--- src/rtl/mem_arbiter.sv ---
// mem_arbiter: round-robin arbiter that serialises read/write requests from
// NUM_CONSUMERS requesters onto a single memory channel, one transaction at a
// time. The most recently served consumer becomes lowest priority next time.
module mem_arbiter #(
    parameter int unsigned ADDR_BITS     = 8,
    parameter int unsigned DATA_BITS     = 16,
    parameter int unsigned NUM_CONSUMERS = 4,
    parameter int unsigned WRITE_ENABLE  = 1
) (
    input  logic                               clk,
    input  logic                               reset,

    input  logic [NUM_CONSUMERS-1:0]           consumer_read_valid,
    input  logic [NUM_CONSUMERS*ADDR_BITS-1:0] consumer_read_address,
    output logic [NUM_CONSUMERS-1:0]           consumer_read_ready,
    output logic [NUM_CONSUMERS*DATA_BITS-1:0] consumer_read_data,

    input  logic [NUM_CONSUMERS-1:0]           consumer_write_valid,
    input  logic [NUM_CONSUMERS*ADDR_BITS-1:0] consumer_write_address,
    input  logic [NUM_CONSUMERS*DATA_BITS-1:0] consumer_write_data,
    output logic [NUM_CONSUMERS-1:0]           consumer_write_ready,

    output logic                               mem_read_valid,
    output logic [ADDR_BITS-1:0]               mem_read_address,
    input  logic                               mem_read_ready,
    input  logic [DATA_BITS-1:0]               mem_read_data,

    output logic                               mem_write_valid,
    output logic [ADDR_BITS-1:0]               mem_write_address,
    output logic [DATA_BITS-1:0]               mem_write_data,
    input  logic                               mem_write_ready,

    output logic                               busy
);

    localparam int unsigned      IDX_W    = (NUM_CONSUMERS > 1) ? $clog2(NUM_CONSUMERS) : 1;
    localparam logic [IDX_W-1:0] LAST_IDX = IDX_W'(NUM_CONSUMERS - 1);
    localparam bit               WR_EN    = (WRITE_ENABLE != 0);

    typedef enum logic [1:0] {
        IDLE       = 2'd0,
        READ_WAIT  = 2'd1,
        WRITE_WAIT = 2'd2,
        RELEASE    = 2'd3
    } state_t;

    state_t                 state_q;
    logic [IDX_W-1:0]       grant_q;
    logic [IDX_W-1:0]       rr_ptr_q;
    logic [IDX_W-1:0]       rr_ptr_d;
    logic                   busy_q;
    logic                   mem_read_valid_q;
    logic                   mem_write_valid_q;
    logic [ADDR_BITS-1:0]   mem_read_address_q;
    logic [ADDR_BITS-1:0]   mem_write_address_q;
    logic [DATA_BITS-1:0]   mem_write_data_q;
    logic [NUM_CONSUMERS-1:0] read_ready_q;
    logic [NUM_CONSUMERS-1:0] write_ready_q;
    logic [DATA_BITS-1:0]   read_data_q [NUM_CONSUMERS];

    logic [NUM_CONSUMERS-1:0] wr_req_c;
    logic [NUM_CONSUMERS-1:0] any_req_c;
    logic [ADDR_BITS-1:0]   rd_addr_c [NUM_CONSUMERS];
    logic [ADDR_BITS-1:0]   wr_addr_c [NUM_CONSUMERS];
    logic [DATA_BITS-1:0]   wr_data_c [NUM_CONSUMERS];
    logic                   found_c;
    logic [IDX_W-1:0]       win_c;
    logic [IDX_W-1:0]       idx_c;

    // Write requests are invisible when the write path is disabled
    assign wr_req_c  = consumer_write_valid & {NUM_CONSUMERS{WR_EN}};
    assign any_req_c = consumer_read_valid | wr_req_c;

    // Unpack the flat per-consumer buses and pack the read-data registers
    for (genvar i = 0; i < NUM_CONSUMERS; i++) begin : g_lanes
        assign rd_addr_c[i] = consumer_read_address[i*ADDR_BITS +: ADDR_BITS];
        assign wr_addr_c[i] = consumer_write_address[i*ADDR_BITS +: ADDR_BITS];
        assign wr_data_c[i] = consumer_write_data[i*DATA_BITS +: DATA_BITS];
        assign consumer_read_data[i*DATA_BITS +: DATA_BITS] = read_data_q[i];
    end

    // Round-robin scan starting at rr_ptr; first requester wins
    always_comb begin
        found_c = 1'b0;
        win_c   = '0;
        idx_c   = '0;
        for (int unsigned k = 0; k < NUM_CONSUMERS; k++) begin
            idx_c = IDX_W'((32'(rr_ptr_q) + k) % NUM_CONSUMERS);
            if (!found_c && any_req_c[idx_c]) begin
                found_c = 1'b1;
                win_c   = idx_c;
            end
        end
    end

    // Served consumer drops to lowest priority
    assign rr_ptr_d = (grant_q == LAST_IDX) ? '0 : grant_q + IDX_W'(1);

    // Arbiter FSM with all outputs registered
    always_ff @(posedge clk) begin
        if (reset) begin
            state_q             <= IDLE;
            grant_q             <= '0;
            rr_ptr_q            <= '0;
            busy_q              <= 1'b0;
            mem_read_valid_q    <= 1'b0;
            mem_write_valid_q   <= 1'b0;
            mem_read_address_q  <= '0;
            mem_write_address_q <= '0;
            mem_write_data_q    <= '0;
            read_ready_q        <= '0;
            write_ready_q       <= '0;
            for (int unsigned i = 0; i < NUM_CONSUMERS; i++) begin
                read_data_q[i] <= '0;
            end
        end else begin
            case (state_q)
                IDLE: begin
                    if (found_c) begin
                        grant_q <= win_c;
                        if (consumer_read_valid[win_c]) begin
                            mem_read_valid_q   <= 1'b1;
                            mem_read_address_q <= rd_addr_c[win_c];
                            busy_q             <= 1'b1;
                            state_q            <= READ_WAIT;
                        end else if (WR_EN) begin
                            mem_write_valid_q   <= 1'b1;
                            mem_write_address_q <= wr_addr_c[win_c];
                            mem_write_data_q    <= wr_data_c[win_c];
                            busy_q              <= 1'b1;
                            state_q             <= WRITE_WAIT;
                        end
                    end
                end
                READ_WAIT: begin
                    if (mem_read_ready) begin
                        mem_read_valid_q      <= 1'b0;
                        read_data_q[grant_q]  <= mem_read_data;
                        read_ready_q[grant_q] <= 1'b1;
                        state_q               <= RELEASE;
                    end
                end
                WRITE_WAIT: begin
                    if (mem_write_ready) begin
                        mem_write_valid_q      <= 1'b0;
                        write_ready_q[grant_q] <= 1'b1;
                        state_q                <= RELEASE;
                    end
                end
                RELEASE: begin
                    if (!consumer_read_valid[grant_q] && !wr_req_c[grant_q]) begin
                        read_ready_q  <= '0;
                        write_ready_q <= '0;
                        rr_ptr_q      <= rr_ptr_d;
                        busy_q        <= 1'b0;
                        state_q       <= IDLE;
                    end
                end
                default: begin
                    busy_q  <= 1'b0;
                    state_q <= IDLE;
                end
            endcase
        end
    end

    assign consumer_read_ready  = read_ready_q;
    assign consumer_write_ready = write_ready_q;
    assign mem_read_valid       = mem_read_valid_q;
    assign mem_read_address     = mem_read_address_q;
    assign mem_write_valid      = mem_write_valid_q;
    assign mem_write_address    = mem_write_address_q;
    assign mem_write_data       = mem_write_data_q;
    assign busy                 = busy_q;

endmodule

--- config.mk ---
export PLATFORM = sky130hd
export DESIGN_NAME = mem_arbiter
export DESIGN_NICKNAME = d
export VERILOG_FILES = /design/src/rtl/mem_arbiter.sv
export SDC_FILE = /design/constraint.sdc
export NUM_CORES = 1
export LEC_CHECK = 0
export ABC_AREA = 1
export CORE_MARGIN = 3
export CORE_UTILIZATION = 42
export DETAILED_ROUTE_END_ITERATION = 10
export HOLD_SLACK_MARGIN = 0.12
export PLACE_DENSITY = 0.84
export REMOVE_ABC_BUFFERS = 1
export SLEW_MARGIN = 15
export SYNTH_ARGS = -nofsm -noshare
export SYNTH_HDL_FRONTEND = slang
export SYNTH_SLANG_ARGS = --single-unit
--- constraint.sdc ---
create_clock -name clk -period 3.3 [get_ports clk]
set_input_delay 0.495 -clock clk [delete_from_list [all_inputs] [get_ports clk]]
set_output_delay 0.495 -clock clk [all_outputs]
set_load 0.01 [all_outputs]
---- Word level (Yosys, flattened, before mapping) ----
Memory sizes are Yosys's and may differ from the RTL's.
Cells that the tools add are included.
storage, ports and cells
  memory bits (read-only) ................. 0
  bits in latches ......................... 0
  bits in writable memories ............... 64
  register bits after elaboration ......... 49
  logic and storage cells ................. 131
  memories kept ........................... 1
  input port bits ......................... 156
memories
  name         depth  width  read ports  clocked after memory_dff  write ports  line  source
  read_data_q  4      16     4           0                         4            59    logic [DATA_BITS-1:0] read_data_q [NUM_CONSUMERS];
cells by class
  bitwise operators ....................... 5
  $add $sub $neg .......................... 4
  order comparisons ....................... 8
  shifts and indexed selects .............. 0
  $mul .................................... 0
  div/mod/pow operators ................... 0
  equality and inequality tests ........... 10
  mux-type cells .......................... 65
  reduce and logical (&&, ||, !) cells .... 27
operators with widths
  cell                                                                  count
  16-bit two-way mux                                                    3
  16-bit binary-select mux with 2-bit select                            1
  8-bit binary-select mux with 2-bit select                             2
  8-bit two-way mux                                                     4
  1-bit two-way mux                                                     27
  2-bit two-way mux                                                     11
  2-bit by 3-bit < comparator with 1-bit output, second input constant  6
  4-bit one-hot mux with 2 select lines                                 2
  16-bit OR reduction                                                   1
  3-bit AND reduction                                                   5
  1-bit binary-select mux with 2-bit select                             7
  4-bit two-way mux                                                     3
  2-bit != test, second input constant                                  6
  4-bit bitwise OR                                                      3
  4-bit AND reduction                                                   3
  2-bit nonzero test                                                    5
  2-bit one-hot mux with 4 select lines                                 1
  2-bit equality test, second input constant                            3
  1-bit one-hot mux with 2 select lines                                 3
  1-bit logical AND                                                     5
  1-bit zero test                                                       5
  2-bit by 1-bit adder with 2-bit output, second input constant         2
  2-bit adder, second input constant                                    2
  2-bit AND reduction                                                   2
  other kinds (7)                                                       7

---- Longest topological paths before layout ----
Gate-level depths: netlist (run 1).
  depth in word-level cells ............... 18
  depth in mapped cells ................... 19
  depth with buffers taken out ............ 17

---- Worst setup path before layout (run 1) ----
OpenSTA, ideal clock, no wires.
  path type ............................... reg-to-reg
  start point ............................. reg grant_q[1]
  end point ............................... mem read_data_q[2][0], enable pin
  slack ................................... 912 ps
  cell stages (with the launch flop) ...... 5
  library setup time ...................... 411 ps
  arrival time ............................ 1,977 ps
  cells stage by stage .................... dfxtp_1 > inv_1 > nor2_1 > clkinv_1 > o21ai_0
RTL lines
  item                    line  source
  start, declared         48    logic [IDX_W-1:0] grant_q;
  start signal, assigned  120   grant_q <= win_c;
  end, declared           59

---- Final worst setup path (run 1) ----
  start point ............................. in consumer_read_valid[1]
  end point ............................... reg mem_write_address_q[7] (netlist: mem_write_address[7])
on the way
  word-level cells in the longest chain between the ends .. 17
  elaborated cells between the ends (all ways) .. 31
  those cells by class .................... 21 x mux; 3 x bitwise; 7 x reduce/logical
RTL lines
  item                                                                                                         line      source
  start, declared                                                                                              13        input logic [NUM_CONSUMERS-1:0] consumer_read_valid,
  4-bit bitwise OR                                                                                             72        assign any_req_c = consumer_read_valid | wr_req_c;
  1-bit binary-select mux with 2-bit select                                                                    89        if (!found_c && any_req_c[idx_c]) begin
  1-bit two-way mux (implied by the code)                                                                      89
  1-bit two-way mux                                                                                            89
  1-bit zero test                                                                                              89
  1-bit logical AND                                                                                            89
  1-bit two-way mux                                                                                            89
  1-bit zero test                                                                                              89
  1-bit logical AND                                                                                            89
  1-bit two-way mux                                                                                            89
  1-bit zero test                                                                                              89
  1-bit logical AND                                                                                            89
  2-bit two-way mux                                                                                            89
  1-bit binary-select mux with 2-bit select / 2-bit inverter with 3-bit output (equally long branches)         121, 128
  1-bit two-way mux (implied by the code) / 8-bit binary-select mux with 2-bit select (equally long branches)  121, 128
  1-bit inverter (no source line) / 8-bit two-way mux (equally long branches)                                  -
  3-bit AND reduction (no source line) / 8-bit two-way mux (equally long branches)                             -
  end signal, assigned                                                                                         128       mem_write_address_q <= wr_addr_c[win_c];
  end, declared                                                                                                55        logic [ADDR_BITS-1:0] mem_write_address_q;
Several ways; a longest one is shown, not always the timed one. The select of a mux whose other input is x is not followed.
A chain may end at the register's enable or synchronous reset.

==> flow_summary.ini, run 1 <==
[cts]
htree_levels = 4
post_cts_buffers = 0
cts-buffers-inserted = 17
holdBufCountCts = 0
clockBufferDepth = 2
clkSlewWorstSetupHoldPaths_ns = 0.06
cts_resized = 0
clk_latency_ns = 0.40
cts_tree = built
cts-root-buf = clkbuf_16
clock-sinks = 113

[die]
initial_core_util_pct = 44.0
std_cell_rows = 41
fp.dieArea_um2 = 14900
core_um2 = 12900
io-pin-count = 263
die_x_um = 122
die_h_um = 122

[worst_setup_path]
crit_fanout = 65
startpoint_type = primary input
cp-end-kind = register
crit_type = in -> reg
required_ns = 3.64
crit_arrival_ns = 3.16

[power]
ir_drop_mv = 0.300
pwr-share-clk_pct = 30.7
pwr-share-seq_pct = 33.2
finalPower_mw = 5.78
switching_share_pct = 33.5
leakagePower_nw = 3.65
p_comb_share_pct = 36.1
internal-power_mw = 3.84
power_density_nw_per_um2 = 644
p_sw_mw = 1.94

[timing]
finalCritPeriodShare_pct = 85.3
setup_viol = 0
final_hold_viol_count = 0
final.min_clock_period_ns = 2.81
rsz0062_at_grt = false
worst_slack_ns = 0.486
skew_ns = 0.00989
clock.fmax_mhz = 355
slew_violations = 0
maxSlewHeadroom_pct = 31.8
tightest_slew_ns = 1.02
hold_ws_ns = 0.447
setup_tns_ns = 0

[layout]
insertedDiodeCount = 0
final_nets = 1143
instances_no_fill = 1163
area_growth_pct = 58.6
final_area_um2 = 8980
drive_gt1_share_pct = 6.16
utilization_pct = 69.7
nFillCells = 1028

[logic_synthesis]
yosys.area_share.simple_pct = 25.3
yosysSeqAreaShare_pct = 51.3
synth-compound-area-share_pct = 12.8
synth_top_family_by_area = simple AND/OR/NAND/NOR gates
synth_edf_count = 64
post-synth-top-count-cell = nor2_1
synth_xor_area_share_pct = 0
yosys_warnings = 0
synth_top_area_share_pct = 34.0
synth.area.mux_share_pct = 0
syn_avg_cell_area_um2 = 7.83
synth_commonest_cells = nor2_1, nand2_1, inv_1, o21ai_0, edfxtp_1
ys_types = 30
synth_area_leader_cell = edfxtp_1
yosys_most_used_dff = edfxtp_1
async_flop_share_pct = 0
synthAdderAreaFrac_pct = 1.99
postSynthRegisterBits = 113
synth_cells = 723
synth_area_um2 = 5660
synthTopCellsByArea = edfxtp_1, dfxtp_1, nor2_1

[route]
drt-vias-per-instance = 5.00
dr.pass1.iters = 5
drc = 0
drtIter0Drc = 412
wl_per_cell_um = 14.8
vias = 5811
finalWirelength_um = 17200
ant_nets = 0

[placement]
numPlacedInstances = 1131
io_buffer_count = 262
place_area_um2 = 8390
routabilityCongestion = 0.940
hpwl_um = 12700
dpl_worst_slack_ns = 0.215

[grt]
groute.usage.overall_pct = 23.1
antenna_found_initial = 0
grt_max_degree = 66
grt_pass1_vias = 5468
gr-total-overflow = 0
grt_first_pass_wirelength_um = 26800

[status]
outcome = complete, no violations

[worst_hold_path]
hp-class = reg -> reg

[run]
cap_viol_max_count = 0
-- power by group through the flow --
stage | Combinational, mW | Sequential (mW) | Clock [mW]
6_report | 2.09 | 1.92 | 1.78
5_1_grt | 2.32 | 1.95 | 1.87
4_1_cts | 2.09 | 1.92 | 1.81
3_5_place_dp | 2.08 | 1.94 | 0
3_3_place_gp | 2.05 | 1.94 | 0
2_1_floorplan | 0.951 | 2.05 | 0
-- routing by layer --
layer / part of all wire [%] / GRT usage [%] / vias to the layer above
met2: 49 / 39.4 / 277
li1: - / - / 2867
met5: 0 / 0 / -
met1: 37 / 25.4 / 2621
met3: 9.7 / 7.52 / 46
met4: 4.1 / 12.8 / 0
-- worst paths after layout --
check	depth (start not counted)	to	slack (ns)	startpoint
setup reg to reg	14	mem_write_address[7]	0.62	rr_ptr_q[0]
hold reg to reg	2	consumer_write_ready[3]	0.45	consumer_write_ready[3]
setup / recovery	14	mem_write_address[7]	0.49	consumer_read_valid[1]
hold / removal	2	consumer_write_ready[3]	0.45	consumer_write_ready[3]
-- cells in the final DEF, fill, tap and decap left out, types with 9 or more instances in the layout --
cell and instances:
edfxtp_1 64, dfxtp_1 49, clkbuf_16 17, clkdlybuf4s50_1 262, buf_4 10, o21ai_1 10, nor2_1 194, a21oi_1 18
nand3_1 14, o21ai_0 71, nand2_1 110, nor3_1 16, o22ai_1 32, inv_1 73, ha_1 9
-- layout make-up --
type,instances,area [um^2],area share (%)
clock buffer,17,425,4.74
clock inverter,15,161,1.80
inverter,79,302,3.36
multi-input combinational,495,2270,25.3
sequential,113,2900,32.3
tap,172,215,2.40
timing repair buffer,272,2700,30.0
-- state kept, by name, indices dropped and copies added, names as in the netlist --
register / flops
mem_write_address: 8
mem_read_address: 8
rr_ptr_q: 2
consumer_read_ready: 4
mem_read_valid: 1
read_data_q: 64
mem_write_data: 16
busy: 1
state_q: 2
grant_q: 2
mem_write_valid: 1
consumer_write_ready: 4
-- critical path, cell delays in order --
cell	delay [ns]
clkdlybuf4s50_1	0.42
nor2_1	0.22
nand2_1	0.11
nand3_1	0.13
nand2_2	0.10
inv_2	0.06
nand2_1	0.05
nand2_1	0.12
nand3_2	0.12
inv_2	0.67
o21ai_0	0.23
o22ai_1	0.23
nor2_1	0.06
nor2_1	0.10
-- cell families (layout without fill, tap and decap cells) --
logic type / after synthesis / in the layout
buffers and inverters: 115 / 383
AOI/OAI and AO/OA: 135 / 135
and+or+nand+nor: 351 / 351
adders and majority gates: 9 / 9
DFF: 113 / 113
(Power assumes the default switching activity.)
==> run 2: changes to the inputs <==
--- a/config.mk
+++ b/config.mk
@@ -9,6 +9,7 @@
 export CORE_MARGIN = 3
 export CORE_UTILIZATION = 42
 export DETAILED_ROUTE_END_ITERATION = 10
+export GPL_TIMING_DRIVEN = 0
 export HOLD_SLACK_MARGIN = 0.12
 export PLACE_DENSITY = 0.84
 export REMOVE_ABC_BUFFERS = 1
==> constraint.sdc (replaced) <==
create_clock -name clk -period 3.15 [get_ports clk]
set_input_delay 0.4725 -clock clk [delete_from_list [all_inputs] [get_ports clk]]
set_output_delay 0.4725 -clock clk [all_outputs]
set_load 0.01 [all_outputs]
==> run 2 against run 1 <==
First-iteration DRC count down 9.5%. Count of clock-buffer cells in the layout unchanged. Design area up 1.5%. Hold slack better by 0.0032 ns. Clock power up 4%. Highest routed layer unchanged.
==> flow_summary.ini, run 2 (synthesis gave the netlist of run 1 again) <==
[status]
outcome = complete, no violations

[cts]
htree_levels = 4
cts_tree = built
cts-root-buf = clkbuf_16
clock-sinks = 113
clockBufferDepth = 2
holdBufCountCts = 0
cts-buffers-inserted = 17
clkSlewWorstSetupHoldPaths_ns = 0.06
clk_latency_ns = 0.40

[timing]
tightest_slew_ns = 0.838
clock.fmax_mhz = 321
final.min_clock_period_ns = 3.11
setup_viol = 0
setup_tns_ns = 0
final_hold_viol_count = 0
slew_violations = 0
hold_ws_ns = 0.451
maxSlewHeadroom_pct = 44.1
skew_ns = 0.0111
finalCritPeriodShare_pct = 98.8
rsz0062_at_grt = true

[worst_setup_path]
slowest_stage = clkinvlp_4
crit_fanout = 17
max_stage_delay_ns = 0.46
crit_type = reg -> reg
required_ns = 3.22
crit_arrival_ns = 3.19
cp-end-kind = register
path_cells = inv_1 > ha_1 > nand2_1 > nor2_1 > clkinvlp_4 > nor2_1 > nand2_1 > nand2_4
startpoint_type = register

[die]
initial_core_util_pct = 44.0
die_h_um = 122
die_x_um = 122
std_cell_rows = 41
core_um2 = 12900
fp.dieArea_um2 = 14900
io-pin-count = 263

[layout]
drive_gt1_share_pct = 7.34
regMostFlops = read_data_q
nFillCells = 1030
instances_no_fill = 1168
final_cell_mix = clkdlybuf4s50_1, nor2_1, nand2_1
area_growth_pct = 61.1
final_nets = 1148
final_common_cell = clkdlybuf4s50_1
largest_reg_flops = 64

[power]
ir_drop_mv = 0.362
leakagePower_nw = 3.67
power_density_nw_per_um2 = 677

[grt]
gr-total-overflow = 0
antenna_found_initial = 1
grt_pass1_vias = 5536
groute.usage.overall_pct = 24.1
grt_first_pass_wirelength_um = 27800
grt_max_degree = 66

[route]
drtIter0Drc = 373
wl_per_cell_um = 15.9
drt-vias-per-instance = 5.02
dr.pass1.iters = 5
drc = 0
vias = 5861
ant_nets = 0
finalWirelength_um = 18600

[worst_hold_path]
hp-class = reg -> reg

[placement]
io_buffer_count = 262
numPlacedInstances = 1123
hpwl_um = 12300
routabilityCongestion = 0.908

[run]
cap_viol_max_count = 0
==> run 2: path summary, 6_finish.rpt <==
path	from	slack, ns	cells after the start	end
worst min-delay path	consumer_write_ready[3]	0.45	2	consumer_write_ready[3]
worst max-delay path	state_q[1]	0.04	8	read_data_q[0][11]
worst max register to register	state_q[1]	0.04	8	read_data_q[0][11]
worst min register to register	consumer_write_ready[3]	0.45	2	consumer_write_ready[3]
==> run 2: per-stage QoR <==
stage	setup WS, ns	instance area (um^2)	util, %	power, mW
5_1_grt	-0.203	9120	70.8	6.51
2_1_floorplan	0.0153	5480	-	3.14
4_1_cts	0.0279	8990	69.8	6.10
3_5_place_dp	-1.02	8350	64.9	4.20
3_3_place_gp	-1.58	8310	64.6	4.16
6_report	0.0367	9120	70.8	6.17
==> run 2: repair_timing <==
action	in CTS	in global routing
endpoints found under the setup margin	65	64
resized for setup	9	9
gates cloned	3	4
buffers inserted	0	6
pin swaps	1	4
==> run 2: worst max-delay path: cells and delay by family, from the launching register on <==
family	cells	cell delay, ns
flops	1	0.33
simple gates	5	1.61
fa+ha+maj	1	0.25
buf+inv	2	0.58
==> run 2: final cells by class <==
cell class	instances	area, um^2	share of cell area (%)
multi-input combinational	501	2410	26.4
clock buffer	17	425	4.67
antenna	1	2.50	0.0274
timing repair buffer	270	2690	29.5
sequential	113	2900	31.8
inverter	79	320	3.51
tap	172	215	2.36
timing repair inverter	1	5.00	0.0549
clock inverter	14	141	1.55
==> run 2: power breakdown <==
| part | leakage [nW] | switching, mW | total, mW | internal (mW) |
|---|---|---|---|---|
| clock | 0.271 | 0.690 | 1.85 | 1.16 |
| combinational | 2.33 | 1.29 | 2.32 | 1.03 |
| sequential | 1.07 | 0.153 | 2.01 | 1.85 |
==> run 2: layer usage <==
metal  vias up  track usage (%)  part of all wire (%)
met5         -                0                     0
met2       273             43.2                    51
met4         0             8.26                   2.4
li1       2890                -                     -
met3        34             7.61                   9.5
met1      2664             26.9                    37
